### config.mk
export PLATFORM = sky130hd
export DESIGN_NAME = lifo_drain_ctrl
export DESIGN_NICKNAME = d
export VERILOG_FILES = /design/src/rtl/lifo_drain_ctrl.sv
export SDC_FILE = /design/constraint.sdc
export NUM_CORES = 1
export LEC_CHECK = 0
export ABC_AREA = 1
export CORE_ASPECT_RATIO = 2
export CORE_MARGIN = 2
export CORE_UTILIZATION = 30
export DETAILED_ROUTE_END_ITERATION = 6
export PLACE_DENSITY_LB_ADDON = 0.15
export SYNTH_ARGS = -nofsm -noshare
export SYNTH_HDL_FRONTEND = slang
export SYNTH_SLANG_ARGS = --single-unit
### constraint.sdc
create_clock -name clock -period 3.1 [get_ports clock]
set_input_delay 0.93 -clock clock [delete_from_list [all_inputs] [get_ports clock]]
set_output_delay 0.93 -clock clock [all_outputs]
set_load 0.005 [all_outputs]
### src/rtl/lifo_drain_ctrl.sv
// Drain controller for the 8-deep LIFO stack: pops on request and streams bytes out over valid/ready.
// Optional trailing checksum byte when LIFO_DRAIN_CHECKSUM_EN is defined.
module lifo_drain_ctrl #(
  parameter int DW    = 8,
  parameter int CNT_W = 4
) (
  input  logic             clock,
  input  logic             reset,
  input  logic             start,
  input  logic [CNT_W-1:0] count,
  input  logic             empty,
  input  logic [DW-1:0]    stk_data,
  output logic             rn,
  output logic [DW-1:0]    out_data,
  output logic             out_valid,
  input  logic             out_ready,
  output logic             out_last,
  output logic             busy,
  output logic [CNT_W-1:0] popped
);

`ifdef LIFO_DRAIN_CHECKSUM_EN
  typedef enum logic [2:0] {IDLE, CHECK, POP, CAPT, SEND, CSUM} state_t;
`else
  typedef enum logic [2:0] {IDLE, CHECK, POP, CAPT, SEND} state_t;
`endif

  state_t           state_q;
  logic [CNT_W-1:0] target_q;
  logic [CNT_W-1:0] popped_q;
  logic [DW-1:0]    data_q;
  logic             rn_q;
  logic             valid_q;
  logic             last_q;
  logic             busy_q;
`ifdef LIFO_DRAIN_CHECKSUM_EN
  logic [DW-1:0]    csum_q;
`endif

  logic pop_ok;
  logic last_ahead;

  assign pop_ok     = !empty && ((target_q == '0) || (popped_q < target_q));
  // Evaluated in CAPT, after popped has advanced and the stack has settled,
  // so it predicts exactly what the following CHECK will decide.
  assign last_ahead = ((target_q != '0) && (popped_q == target_q)) || empty;

  always_ff @(posedge clock or negedge reset) begin
    if (!reset) begin
      state_q  <= IDLE;
      target_q <= '0;
      popped_q <= '0;
      data_q   <= '0;
      rn_q     <= 1'b0;
      valid_q  <= 1'b0;
      last_q   <= 1'b0;
      busy_q   <= 1'b0;
`ifdef LIFO_DRAIN_CHECKSUM_EN
      csum_q   <= '0;
`endif
    end else begin
      case (state_q)
        IDLE: begin
          if (start) begin
            state_q  <= CHECK;
            busy_q   <= 1'b1;
            target_q <= count;
            popped_q <= '0;
`ifdef LIFO_DRAIN_CHECKSUM_EN
            csum_q   <= '0;
`endif
          end
        end
        CHECK: begin
          if (pop_ok) begin
            state_q <= POP;
            rn_q    <= 1'b1;
          end else begin
`ifdef LIFO_DRAIN_CHECKSUM_EN
            state_q <= CSUM;
            data_q  <= csum_q;
            valid_q <= 1'b1;
            last_q  <= 1'b1;
`else
            state_q <= IDLE;
            busy_q  <= 1'b0;
`endif
          end
        end
        POP: begin
          state_q  <= CAPT;
          rn_q     <= 1'b0;
          popped_q <= popped_q + 1'b1;
        end
        CAPT: begin
          state_q <= SEND;
          data_q  <= stk_data;
          valid_q <= 1'b1;
`ifdef LIFO_DRAIN_CHECKSUM_EN
          csum_q  <= csum_q + stk_data;
          last_q  <= 1'b0;
`else
          last_q  <= last_ahead;
`endif
        end
        SEND: begin
          if (out_ready) begin
            state_q <= CHECK;
            valid_q <= 1'b0;
            last_q  <= 1'b0;
          end
        end
`ifdef LIFO_DRAIN_CHECKSUM_EN
        CSUM: begin
          if (out_ready) begin
            state_q <= IDLE;
            valid_q <= 1'b0;
            last_q  <= 1'b0;
            busy_q  <= 1'b0;
          end
        end
`endif
        default: begin
          state_q <= IDLE;
          busy_q  <= 1'b0;
          rn_q    <= 1'b0;
          valid_q <= 1'b0;
          last_q  <= 1'b0;
        end
      endcase
    end
  end

  assign rn        = rn_q;
  assign out_data  = data_q;
  assign out_valid = valid_q;
  assign out_last  = last_q;
  assign busy      = busy_q;
  assign popped    = popped_q;

endmodule

==> flow_metrics.py, run 1 <==
metrics = {
    "worst_setup_path": {
        "ff2ff_setup_slack_ps": 1620,
        "top_fanout_value_on_the_critical_path": 5,
        "crit-reg2reg-launch": "popped[1]$_DFFE_PN0P_",
        "worst-path-stages": 1,
        "critical_path.endpoint": "popped[1]",
        "cp_data_required_time_ps": 2170,
        "crit_path_top_delay_cell": "clkdlybuf4s50_1",
        "critical_path_class": "reg -> out",
        "start_kind": "register",
        "r2r_end": "busy$_DFFE_PN0P_",
        "critical_path.endpoint_type": "primary output",
        "cp_delay_by_family_top": "buffers and inverters",
        "timing.critical_path.from": "popped[1]$_DFFE_PN0P_",
        "worstPathCellList": "clkdlybuf4s50_1",
        "critical_path.max_stage_delay_ps": 530,
        "worst_r2r_path_depth": 10,
        "arrival_ps": 1250,
        "timing.critical_path.buf_inv": 1,
    },
    "floorplan": {
        "floorplan.rows": 31,
        "initial_core_util_pct": 30.9,
        "die_y_um": 90.3,
        "dieArea_um2": 4250,
        "core-area_um2": 3610,
        "boundaryPins": 33,
        "die_w_um": 47.1,
    },
    "placed_design": {
        "place_ws_ps": 922,
        "dpl.cell_count": 205,
        "dpl.hpwl_mm": 1.96,
        "finalWeightedCongestion": 0.813,
        "postPlaceCellArea_um2": 1480,
        "place.port_buffers": 32,
    },
    "yosys": {
        "synth_top_cell_area_share_pct": 51.6,
        "yosysTopAreaCell": "dfrtp_1",
        "syn_nets": 148,
        "synthesis.yosys.warnings": 0,
        "synth_seq_area_share_pct": 51.6,
        "syn-instance-count": 126,
        "synth_area_um2": 1120,
        "ys_dominant_reg_cell": "dfrtp_1",
        "synth.avg_cell_area_um2": 8.86,
        "flip_flop_and_latch_count_after_synthesis": 23,
        "synth-async-reset-ratio_pct": 100,
        "synth.lib_cells_used.distinct": 24,
        "synth_top_cells_by_area": "dfrtp_1 (52%), nand2_1 (15%), ha_1 (5.6%)",
        "synth_enable_flop_cells": 0,
    },
    "clock_tree": {
        "cts.root.buffer_cell": "clkbuf_8",
        "deepest_level_of_the_cts_h_tree": 1,
        "clock-sinks": 23,
        "worst_setup_hold_path_clk_slew_ps": 80,
        "tritoncts.num_buffers": 3,
        "postCtsSetupBuffers": 0,
        "cts.hold.buffers_added": 0,
        "clock_insertion_delay_worst_skew_ps": 270,
        "clock_path_buffers": 2,
        "tritoncts": "built",
        "post_cts.resized_instances": 0,
    },
    "route": {
        "routed_wl_mm": 2.52,
        "route.detailed.drc": 0,
        "antenna_violating_nets_post_route": 0,
        "route.detailed.wl_per_inst_um": 12.1,
        "dr_pass1_iterations": 3,
        "routed_via_density": 4.45,
        "via_count": 931,
        "drt_iter0_markers": 8,
    },
    "timing": {
        "timing.clock.skew_ps": 3.83,
        "timing.slew.headroom_pct": 80.1,
        "finalHoldViolCount": 0,
        "final.period_utilization_pct": 70.4,
        "timing.final.ws_setup_ps": 919,
        "setup-tns-final_ps": 0,
        "rsz0062_at_grt": "false",
        "final-max-slew-violation-count": 0,
        "worst-slew-pin-transition_ps": 299,
        "timing.final.setup_violations": 0,
        "achievable-frequency_ghz": 0.458,
        "post-route-min-period_ps": 2180,
    },
    "global_routing": {
        "grt_max_degree": 24,
        "wire_length_of_the_first_global_routing_pass_mm": 4.11,
        "antenna_found_initial": 0,
        "grt_pass1_vias": 946,
        "grt_use_total_pct": 13.0,
        "globalRouteOverflowTotal": 0,
    },
    "pwr": {
        "power_density_nw_per_um2": 885,
        "total_leakage_power_nw": 0.758,
        "vdd_drop_max_uv": 434,
    },
    "worst_hold_path": {
        "hold_class": "reg -> reg",
        "timing.hold.worst.start": "out_data[2]$_DFFE_PN0P_",
    },
    "flow_run": {
        "cap_violations": 0,
    },
    "cells_and_area": {
        "instances_no_fill": 209,
        "n_antenna_cell": 0,
        "post_route_cells_drive_above_1_share_pct": 11.9,
        "layout_commonest_cell": "nand2_1",
        "commonest_cells_after_routing_fill_and_taps_aside": "nand2_1 (45), clkdlybuf4s50_1 (32), dfrtp_1 (23)",
        "postLayoutCellArea_um2": 1530,
        "num-fill-cells": 365,
        "p_r_area_growth_vs_syn_pct": 36.8,
        "final_nets": 183,
    },
    "run_status": {
        "run_status": "complete, no violations",
    },
}
-- layout make-up --
type,instances,area (µm²),area share (%)
clock buffer,4,45.0,2.95
inverter,14,52.6,3.44
multi-input combinational,86,464,30.4
sequential,23,576,37.7
tap,49,61.3,4.02
timing repair buffer,33,328,21.5
-- cells in the mapped netlist, types with 3 or more instances --
| master | number |
|---|---|
| nand2_1 | 45 |
| dfrtp_1 | 23 |
| inv_2 | 8 |
| nand3_1 | 7 |
| inv_1 | 6 |
| nor2_1 | 6 |
| a21oi_1 | 5 |
| ha_1 | 5 |
| o21ai_1 | 4 |
| nand3_2 | 3 |
-- registers in the layout, indices dropped and copies added, names as in the netlist --
signal and cells:
state_q 3, out_data 8, out_last 1, out_valid 1, popped 4, rn 1, target_q 4, busy 1
-- kinds of logic after synthesis --
family | Yosys count | share of synthesized area (%)
adders and majority gates | 5 | 5.61
AOI/OAI and AO/OA | 12 | 6.50
and+or+nand+nor | 66 | 26.9
muxes | 1 | 1.01
DFF | 23 | 51.6
xor gates and xnor gates | 2 | 1.57
buffers and inverters | 17 | 6.84
-- per-stage QoR --
step	power [mW]	hold slack (ps)	util [%]
finish	1.35	487	42.3
detailed placement	1.18	469	41.1
global placement	1.15	459	41.1
global route	1.47	506	42.3
CTS	1.37	492	42.3
floorplan	0.890	464	-
-- power breakdown --
part           switching [mW]  internal (mW)  total, mW
logic                   0.315          0.313      0.628
clock network          0.0990         0.0918      0.191
registers               0.101          0.432      0.533
total                   0.516          0.836       1.35
-- worst min-delay path by stage --
stage / endpoint / slack (ps) / depth (start not counted)
6_report: out_data[2]$_DFFE_PN0P_ / 490 / 2
5_1_grt: out_data[7]$_DFFE_PN0P_ / 510 / 2
4_1_cts: out_data[2]$_DFFE_PN0P_ / 490 / 2
3_5_place_dp: out_data[7]$_DFFE_PN0P_ / 470 / 2
3_3_place_gp: rn$_DFFE_PN0P_ / 460 / 2
2_1_floorplan: rn$_DFFE_PN0P_ / 460 / 2
-- routing by layer --
layer	up-vias	routed length (µm)	part of all wire (%)	global-route usage, %
met5	-	0	0	0
met4	0	30	1.2	4.17
met3	4	103	4.1	1.80
met2	27	1450	57	23.7
met1	434	938	37	13.9
li1	466	-	-	-
(Power assumes the default switching activity.)
==> run 2, diff against run 1 <==
==> constraint.sdc (replaced) <==
create_clock -name clock -period 2.1 [get_ports clock]
set_input_delay 0.63 -clock clock [delete_from_list [all_inputs] [get_ports clock]]
set_output_delay 0.63 -clock clock [all_outputs]
set_load 0.005 [all_outputs]
==> run 2 against run 1 <==
Global-route usage increased by 0.52 points. Clock-buffer cell count stayed put. Setup slack worse by 710 ps. Power increased by 48%. Core utilization grew 0.42 points. Via count up 0.97%. Final area grew 0.98%. Final cell count rose by 0.96%. Sequential cell count unchanged. Die area is the same. Combinational power increased by 49%. Critical path type unchanged. Highest routed layer unchanged.
==> flow_metrics.py, run 2 (synthesis gave the netlist of run 1 again) <==
metrics = {
    "run_status": {
        "run_status": "complete, no violations",
    },
    "worst_setup_path": {
        "crit-reg2reg-launch": "popped[2]$_DFFE_PN0P_",
        "ff2ff_setup_slack_ps": 640,
        "critical_path_class": "reg -> out",
        "timing.critical_path.buf_inv": 1,
        "timing.critical_path.from": "popped[2]$_DFFE_PN0P_",
        "cp_delay_by_family_top": "buffers and inverters",
        "r2r_end": "busy$_DFFE_PN0P_",
        "worstPathCellList": "clkdlybuf4s50_1",
        "cp_data_required_time_ps": 1470,
        "crit_path_top_delay_cell": "clkdlybuf4s50_1",
        "start_kind": "register",
        "arrival_ps": 1260,
        "top_fanout_value_on_the_critical_path": 5,
        "critical_path.max_stage_delay_ps": 540,
        "critical_path.endpoint_type": "primary output",
        "worst_r2r_path_depth": 10,
    },
    "global_routing": {
        "grt_pass1_vias": 938,
        "globalRouteOverflowTotal": 0,
        "grt_use_total_pct": 13.5,
        "wire_length_of_the_first_global_routing_pass_mm": 4.25,
        "grt_max_degree": 24,
        "antenna_found_initial": 0,
    },
    "flow_run": {
        "cap_violations": 0,
    },
    "cells_and_area": {
        "multi_input_area_um2": 464,
        "largest_reg_flops": 8,
        "num-fill-cells": 362,
        "layout_commonest_cell": "nand2_1",
        "post_route_cells_drive_above_1_share_pct": 13.0,
        "p_r_area_growth_vs_syn_pct": 38.1,
        "n_antenna_cell": 0,
        "regArea_um2": 576,
        "commonest_cells_after_routing_fill_and_taps_aside": "nand2_1 (45), clkdlybuf4s50_1 (32), dfrtp_1 (23)",
        "final_nets": 185,
    },
    "timing": {
        "final.period_utilization_pct": 90.0,
        "rsz0062_at_grt": "false",
        "timing.slew.headroom_pct": 80.4,
        "timing.final.setup_violations": 0,
        "finalHoldViolCount": 0,
        "final-max-slew-violation-count": 0,
        "hold_slack_ps": 480,
        "achievable-frequency_ghz": 0.529,
        "timing.clock.skew_ps": 8.94,
        "setup-tns-final_ps": 0,
        "post-route-min-period_ps": 1890,
        "worst-slew-pin-transition_ps": 295,
    },
    "placed_design": {
        "dpl.hpwl_mm": 1.99,
        "place.port_buffers": 32,
        "finalWeightedCongestion": 0.768,
    },
    "worst_hold_path": {
        "hold_class": "reg -> reg",
        "hold-path-cell-count": 2,
        "timing.hold.worst.start": "out_data[2]$_DFFE_PN0P_",
        "min_to": "out_data[2]$_DFFE_PN0P_",
    },
    "floorplan": {
        "die_w_um": 47.1,
        "boundaryPins": 33,
        "die_y_um": 90.3,
        "dieArea_um2": 4250,
        "floorplan.rows": 31,
        "core-area_um2": 3610,
        "initial_core_util_pct": 30.9,
    },
    "clock_tree": {
        "cts.root.buffer_cell": "clkbuf_8",
        "tritoncts.num_buffers": 3,
        "clock-sinks": 23,
        "clock_insertion_delay_worst_skew_ps": 270,
        "post_cts.resized_instances": 0,
        "postCtsSetupBuffers": 0,
        "deepest_level_of_the_cts_h_tree": 1,
        "tritoncts": "built",
        "cts.hold.buffers_added": 0,
        "clock_path_buffers": 2,
        "worst_setup_hold_path_clk_slew_ps": 80,
    },
    "route": {
        "dr_pass1_iterations": 4,
        "route.detailed.wl_per_inst_um": 11.7,
        "antenna_violating_nets_post_route": 0,
        "via_count": 940,
        "routed_wl_mm": 2.47,
        "drt_iter0_markers": 4,
        "route.detailed.drc": 0,
        "routed_via_density": 4.45,
    },
    "pwr": {
        "seq_power_share_pct": 39.4,
        "power_density_nw_per_um2": 1300,
        "comb_power_share_pct": 46.8,
        "vdd_drop_max_uv": 656,
        "sw_frac_of_total_pct": 37.4,
        "internal-power_mw": 1.25,
        "share_clk_of_total_power_pct": 13.9,
        "switching_power_uw": 746,
        "total_leakage_power_nw": 0.767,
    },
}
run 2: worst max-delay path by stage:
| stage | to | slack, ps | cells after the start |
|---|---|---|---|
| 3_3_place_gp | target_q[0]$_DFFE_PN0P_ | 310 | 3 |
| 3_5_place_dp | target_q[0]$_DFFE_PN0P_ | 270 | 3 |
| 6_report | popped[2] | 210 | 1 |
| 5_1_grt | popped[2] | 130 | 1 |
| 4_1_cts | popped[2] | 190 | 1 |
| 2_1_floorplan | busy$_DFFE_PN0P_ | 790 | 10 |
run 2: final cells by class:
| type | count | share of cell area [%] |
|---|---|---|
| well taps | 49 | 3.98 |
| inverters | 14 | 3.41 |
| flip-flops and latches | 23 | 37.3 |
| repair buffers | 35 | 22.2 |
| clock buffers | 4 | 2.92 |
| multi-input cells | 86 | 30.1 |
run 2: stage by stage:
step	worst slack [ps]	area [µm²]	instances	util, %	power, mW
final	209	1540	211	42.7	2.00
after global routing	132	1540	211	42.7	2.19
after CTS	187	1540	211	42.7	2.03
after detailed placement	269	1500	207	41.5	1.75
after global placement	310	1500	207	41.5	1.73
after floorplan	790	1120	126	-	1.31
run 2: metal layers:
| layer | wire (µm) | global-route usage, % | vias to the layer above | share of wire [%] |
|---|---|---|---|---|
| li1 | - | - | 472 | - |
| met1 | 951 | 15.2 | 436 | 39 |
| met2 | 1380 | 24.5 | 28 | 56 |
| met3 | 108 | 1.80 | 4 | 4.4 |
| met4 | 27 | 3.47 | 0 | 1.1 |
| met5 | 0 | 0 | - | 0 |
run 2: power by group through the flow:
| stage | Combinational (mW) | Clock, mW | Sequential (mW) |
|---|---|---|---|
| 2_1_floorplan | 0.534 | 0 | 0.780 |
| 3_3_place_gp | 0.937 | 0 | 0.791 |
| 3_5_place_dp | 0.953 | 0 | 0.795 |
| 4_1_cts | 0.957 | 0.283 | 0.792 |
| 5_1_grt | 1.07 | 0.302 | 0.817 |
| 6_report | 0.934 | 0.277 | 0.786 |
